===== src/rtl/qspi_pkg.sv =====
// Shared constants for the QSPI controller datapath.
// Word width and default FIFO depths used by the RX and TX buffers.
package qspi_pkg;

    localparam int QSPI_WORD_W       = 32;
    localparam int QSPI_RX_DEPTH_DEF = 16;
    localparam int QSPI_TX_DEPTH_DEF = 16;

    function automatic bit is_pow2(input int n);
        return (n >= 2) && ((n & (n - 1)) == 0);
    endfunction

endpackage


===== src/rtl/qspi_rx_fifo_if.sv =====
// Write/read handshake bundle between qspi_fsm, the RX FIFO and the host.
// master = producer/consumer side, slave = the FIFO itself.
interface qspi_rx_fifo_if
    import qspi_pkg::*;
#(
    parameter int DATA_W = QSPI_WORD_W
);

    logic [DATA_W-1:0] wr_data;
    logic              wr_en;
    logic              full;
    logic              rd_en;
    logic [DATA_W-1:0] rd_data;
    logic              empty;

    modport master (
        output wr_data,
        output wr_en,
        output rd_en,
        input  full,
        input  rd_data,
        input  empty
    );

    modport slave (
        input  wr_data,
        input  wr_en,
        input  rd_en,
        output full,
        output rd_data,
        output empty
    );

endinterface


===== src/rtl/qspi_fifo_mem.sv =====
// DEPTH x DATA_W register array: one synchronous write port,
// one asynchronous read port. Contents are deliberately not reset.
module qspi_fifo_mem
    import qspi_pkg::*;
#(
    parameter  int DATA_W = QSPI_WORD_W,
    parameter  int DEPTH  = QSPI_RX_DEPTH_DEF,
    localparam int AW     = $clog2(DEPTH)
) (
    input  logic              clk,
    input  logic              we,
    input  logic [AW-1:0]     waddr,
    input  logic [DATA_W-1:0] wdata,
    input  logic [AW-1:0]     raddr,
    output logic [DATA_W-1:0] rdata
);

    logic [DATA_W-1:0] mem [DEPTH];

    always_ff @(posedge clk) begin
        if (we) begin
            mem[waddr] <= wdata;
        end
    end

    assign rdata = mem[raddr];

endmodule


===== src/rtl/qspi_rx_fifo.sv =====
// Receive word FIFO behind qspi_fsm: FWFT read, fill level,
// threshold indication and sticky overflow/underflow flags.
module qspi_rx_fifo
    import qspi_pkg::*;
#(
    parameter  int DATA_W = QSPI_WORD_W,
    parameter  int DEPTH  = QSPI_RX_DEPTH_DEF,
    localparam int AW     = $clog2(DEPTH)
) (
    input  logic              clk,
    input  logic              reset,
    input  logic              flush,
    qspi_rx_fifo_if.slave     bus,
    output logic [AW:0]       level,
    input  logic [AW:0]       thresh,
    output logic              thresh_hit,
    output logic              overflow,
    output logic              underflow,
    input  logic              clr_err
);

    if (!is_pow2(DEPTH)) begin : g_depth_chk
        $error("qspi_rx_fifo: DEPTH must be a power of two >= 2");
    end

    localparam logic [AW:0] LVL_FULL = (AW + 1)'(DEPTH);

    logic [AW-1:0]     wr_ptr;
    logic [AW-1:0]     rd_ptr;
    logic [AW:0]       level_q;
    logic              ovf_q;
    logic              unf_q;

    logic              empty_c;
    logic              full_c;
    logic              push;
    logic              pop;
    logic              ovf_ev;
    logic              unf_ev;
    logic              mem_we;
    logic [DATA_W-1:0] head;

    // A push into a full FIFO is legal only when a pop frees the slot.
    always_comb begin
        empty_c = (level_q == '0);
        full_c  = (level_q == LVL_FULL);
        pop     = bus.rd_en && !empty_c;
        push    = bus.wr_en && (!full_c || pop);
        ovf_ev  = bus.wr_en && !push;
        unf_ev  = bus.rd_en && empty_c;
        mem_we  = push && !reset && !flush;
    end

    always_ff @(posedge clk) begin
        if (reset) begin
            wr_ptr  <= '0;
            rd_ptr  <= '0;
            level_q <= '0;
            ovf_q   <= 1'b0;
            unf_q   <= 1'b0;
        end else if (flush) begin
            wr_ptr  <= '0;
            rd_ptr  <= '0;
            level_q <= '0;
            ovf_q   <= ovf_q && !clr_err;
            unf_q   <= unf_q && !clr_err;
        end else begin
            if (push) begin
                wr_ptr <= wr_ptr + 1'b1;
            end
            if (pop) begin
                rd_ptr <= rd_ptr + 1'b1;
            end
            unique case ({push, pop})
                2'b10:   level_q <= level_q + 1'b1;
                2'b01:   level_q <= level_q - 1'b1;
                default: level_q <= level_q;
            endcase
            // A fresh error event wins over a concurrent clear.
            ovf_q <= ovf_ev || (ovf_q && !clr_err);
            unf_q <= unf_ev || (unf_q && !clr_err);
        end
    end

    qspi_fifo_mem #(
        .DATA_W (DATA_W),
        .DEPTH  (DEPTH)
    ) u_mem (
        .clk   (clk),
        .we    (mem_we),
        .waddr (wr_ptr),
        .wdata (bus.wr_data),
        .raddr (rd_ptr),
        .rdata (head)
    );

    assign bus.full    = full_c;
    assign bus.empty   = empty_c;
    assign bus.rd_data = empty_c ? '0 : head;

    assign level      = level_q;
    assign thresh_hit = (thresh != '0) && (level_q >= thresh);
    assign overflow   = ovf_q;
    assign underflow  = unf_q;

endmodule


===== src/flat_wrapper.sv =====
// flat-port wrapper written by rule: the top's interface ports become plain ports
module qspi_rx_fifo_flat import qspi_pkg::*;
#(
    parameter  int DATA_W = QSPI_WORD_W,
    parameter  int DEPTH  = QSPI_RX_DEPTH_DEF,
    localparam int AW     = $clog2(DEPTH)
)
  (clk, reset, flush, level, thresh, thresh_hit, overflow, underflow, clr_err, bus_wr_data, bus_wr_en, bus_rd_en, bus_full, bus_rd_data, bus_empty);
  qspi_rx_fifo_if #(.DATA_W(DATA_W)) bus_i ();
  input  logic clk;
  input  logic reset;
  input  logic flush;
  output logic [AW:0] level;
  input  logic [AW:0] thresh;
  output logic thresh_hit;
  output logic overflow;
  output logic underflow;
  input  logic clr_err;
  input wire logic [$bits(bus_i.wr_data)-1:0] bus_wr_data;
  input wire logic [$bits(bus_i.wr_en)-1:0] bus_wr_en;
  input wire logic [$bits(bus_i.rd_en)-1:0] bus_rd_en;
  output wire logic [$bits(bus_i.full)-1:0] bus_full;
  output wire logic [$bits(bus_i.rd_data)-1:0] bus_rd_data;
  output wire logic [$bits(bus_i.empty)-1:0] bus_empty;
  assign bus_i.wr_data = bus_wr_data;
  assign bus_i.wr_en = bus_wr_en;
  assign bus_i.rd_en = bus_rd_en;
  assign bus_full = bus_i.full;
  assign bus_rd_data = bus_i.rd_data;
  assign bus_empty = bus_i.empty;
  qspi_rx_fifo #(.DATA_W(DATA_W), .DEPTH(DEPTH)) u_core (.clk(clk), .reset(reset), .flush(flush), .bus(bus_i), .level(level), .thresh(thresh), .thresh_hit(thresh_hit), .overflow(overflow), .underflow(underflow), .clr_err(clr_err));
endmodule

===== config.mk =====
export PLATFORM = sky130hd
export DESIGN_NAME = qspi_rx_fifo_flat
export DESIGN_NICKNAME = d
export VERILOG_FILES = /design/src/rtl/qspi_pkg.sv /design/src/rtl/qspi_rx_fifo_if.sv /design/src/rtl/qspi_fifo_mem.sv /design/src/rtl/qspi_rx_fifo.sv /design/src/flat_wrapper.sv
export SDC_FILE = /design/constraint.sdc
export NUM_CORES = 1
export LEC_CHECK = 0
export BUFFER_PORTS_ARGS = -buffer_cell sky130_fd_sc_hd__buf_2
export CORE_ASPECT_RATIO = 1.25
export CORE_MARGIN = 5
export CORE_UTILIZATION = 61
export DETAILED_ROUTE_END_ITERATION = 8
export PLACE_DENSITY = 0.79
export SETUP_SLACK_MARGIN = 0.2
export SYNTH_ARGS = -nofsm -noshare
export SYNTH_HDL_FRONTEND = slang
export SYNTH_SLANG_ARGS = --single-unit

===== constraint.sdc =====
create_clock -name clk -period 5.24 [get_ports clk]
set_input_delay 0.262 -clock clk [delete_from_list [all_inputs] [get_ports clk]]
set_output_delay 0.262 -clock clk [all_outputs]
set_load 0.1 [all_outputs]

==> impl_results.md <==
- Crit-path cells: buf_4, mux4_2, mux2_2, a221o_1, buf_2
- Post-synth EDFFs: between 500 and 600
- Largest net degree at the start of global routing: 67
- Setup-failing EPs final: 0
- Post-synthesis cell count: 921
- Die W: 174 um
- Max-cap viol count: 0
- Min-Delay Path Class: in -> reg
- CTS tree: done
- Fillers: 1,900
- First-pass GRT wire length: 65.6 mm
- DRT Wirelength: 43.2 mm
- Final Skew: 17.1 ps
- Area of the multi-input gates: 4650 um2
- Pleak: 7.32 nW
- Total global routing overflow: 0
- Share of layout cells above drive strength 1: 33.9%
- Clock Tree Buf Depth: 3
- Final slew viol count: 0
- Setup TNS: 0 ps
- Vias: just under 10,000
- Rows: 75
- Worst EP arrival: about 3500 ps
- RePlAce Congestion: 0.758
- Area post-placement: approximately 22,000 um2
- DP Cell Count: around 1,400
- Initial DRC Count: 1,177
- Die area: 37,600 um2
- Yosys reg bits: ~530
- Slew headroom: 16.8%
- Sequential fraction of the synthesis area: 76.5%
- CP startpoint kind: register
- Number of port buffers: 84
- Die Ht: 215 um
- Slowest Stage Delay on Critical Path: 990 ps
- CTS resizes: 0
- Vias per inst: 6.61
- Synth cell types: 43
- Yosys warns: 0
- Area of the core: between 30,000 and 40,000 um2
- CP Capture Type: primary output
- ANT cells: 0
- Number of detailed-route iterations in the first pass: 5
- Number of top-level pins: 85
- Sequential Area: 15,800 um2
- H-Tree Depth: 2
- Leading area contributor after synthesis: edfxtp_1
- CP max FO: 53
- WS Path Type: reg -> out
- Post-Syn Nets: between 900 and 1,000
- Top post-synthesis cells by area: edfxtp_1 (75%), mux4_2 (14%), dfxtp_1 (1.8%)
- Area Growth Syn to Fin: 12.3%
- Area share of the largest cell type after synthesis: between 70 and 80%
- Final ANT Viol Nets: 0
- Netlist Area Pre-Place: ~20,000 um2
- Achievable clock frequency: 267 MHz
- Routed len/inst: 28.9 um
- Cts hold-fix bufs: 0
- Most common cell in the netlist: edfxtp_1
- CP Data Required Time: 4980 ps
- DRC violations left: 0
- Worst-Skew Late Latency: 560 ps
- Initial cell density of the core: 61.5%
- Nets: ~1,100
- FFs w/ async S/R, synth: 0%
- Slowest cell on crit path: dfxtp_4
- Final Hold Viols: 0
- Post-DP HPWL: 22.7 mm
- TritonCTS Buffers: 47
- Syn Area/Cell: 22.4 um2
- Maximum vdd ir drop: 0.289 mV
- Transition time of the tightest slew-check pin: 1250 ps
- RSZ-0062 raised after global routing: false
- Post CTS Setup Buffer Count: 0
- Fin crit share: 71.4%
- Initial antenna violation count: 3
- Clk root buf: clkbuf_16
- Finished Cell Area: between 20,000 and 25,000 um2
- List of most frequent post-synthesis cells: edfxtp_1 (512), mux4_2 (127), a221o_1 (32), mux2_2 (32), nor2_1 (32)
- Status: finished clean
- GRT Total Usage: 23.5%
- Top FF cell, synth: edfxtp_1
- Cell Pwr Density: 364 nW/um2
- Vias in the first global route: 10,531
- Crit path time final: 3740 ps
- Clock sink total: 531
- Clk slew on worst S/H paths: approximately 60 ps
- Non-filler cells, final: 1,495
-- routing by layer --
metal  up-vias  routed length [um]  track usage (%)
li1       4111                   -                -
met5         -                  34                0
met4         6                1180             6.89
met1      5130               15600             31.7
met2       539               23000             40.6
met3        95                3370             3.69
-- worst paths after layout --
path	slack, ps	endpoint	from	cells past startpoint
setup / recovery	1500	bus_rd_data[8]	register	5
hold / removal	30	u_core.overflow	bus_wr_en	2
setup reg to reg	1990	u_core.level[4]	u_core.level[1]	9
hold reg to reg	480	u_core.overflow	u_core.overflow	1
-- power by group --
group          switching [W]  internal (W)
clock                0.00145       0.00190
sequential        0.00000923       0.00466
combinational       0.000299     0.0000923
total                0.00176       0.00665
-- through the flow --
step	hold slack (ps)	worst slack [ps]	total power [W]	util [%]
floorplan	361	876	0.00503	-
global placement	453	2060	0.00514	64.6
detailed placement	463	2010	0.00515	64.6
CTS	8.81	1430	0.00846	69.0
global route	32.9	1300	0.00867	69.0
finish	33.0	1500	0.00841	69.0
-- sequential cells by signal, summed over array words and instances (netlist names), named ones only --
signal            count
u_core.overflow       1
u_core.u_mem.mem    512
u_core.underflow      1
u_core.rd_ptr         4
u_core.wr_ptr         4
u_core.level          5
-- cell usage in the layout (no fill, tap or decap), types with 2 or more instances in the layout --
| cell | instances |
|---|---|
| clkinv_1 | 13 |
| a221o_1 | 32 |
| buf_12 | 2 |
| buf_4 | 26 |
| mux2_2 | 32 |
| a21oi_1 | 6 |
| clkinv_2 | 6 |
| nor2b_1 | 30 |
| o21ai_0 | 2 |
| clkbuf_16 | 47 |
| inv_6 | 5 |
| inv_1 | 11 |
| nor2_1 | 19 |
| dfxtp_1 | 16 |
| mux4_2 | 127 |
| ha_1 | 14 |
| a32o_1 | 2 |
| buf_2 | 84 |
| mux2i_1 | 3 |
| xor2_1 | 5 |
| o211ai_1 | 3 |
| nand2b_1 | 4 |
| dfxtp_4 | 3 |
| bufinv_16 | 5 |
| nor3_2 | 4 |
| or4_1 | 4 |
| nand3_1 | 5 |
| nor2_4 | 13 |
| clkbuf_1 | 9 |
| nand2_1 | 9 |
| edfxtp_1 | 512 |
-- worst max-delay path: cells and delay by family, from the launching register on --
| family | cells | cell delay (ps) |
|---|---|---|
| AOI/OAI and AO/OA | 1 | 300 |
| buffers and inverters | 2 | 750 |
| DFF | 1 | 990 |
| muxes | 2 | 850 |
-- area by class of cell --
cell class	count	share of cell area, %
well taps	423	2.29
clock inverters	29	1.18
inverters	11	0.179
clock buffers	56	5.23
repair buffers	112	2.83
multi-input cells	333	20.1
flip-flops and latches	531	68.2
-- logic make-up after synthesis --
kind of cell | Yosys count | synth area share, %
flip-flops | 531 | 76.5
adder cells (fa/ha/maj) | 15 | 0.948
AO/OA/AOI/OAI | 53 | 2.40
buffers and inverters | 57 | 1.51
AND/OR/NAND/NOR | 96 | 2.49
XOR/XNOR | 6 | 0.255
multiplexers | 163 | 15.9
(Power assumes the default switching activity.)
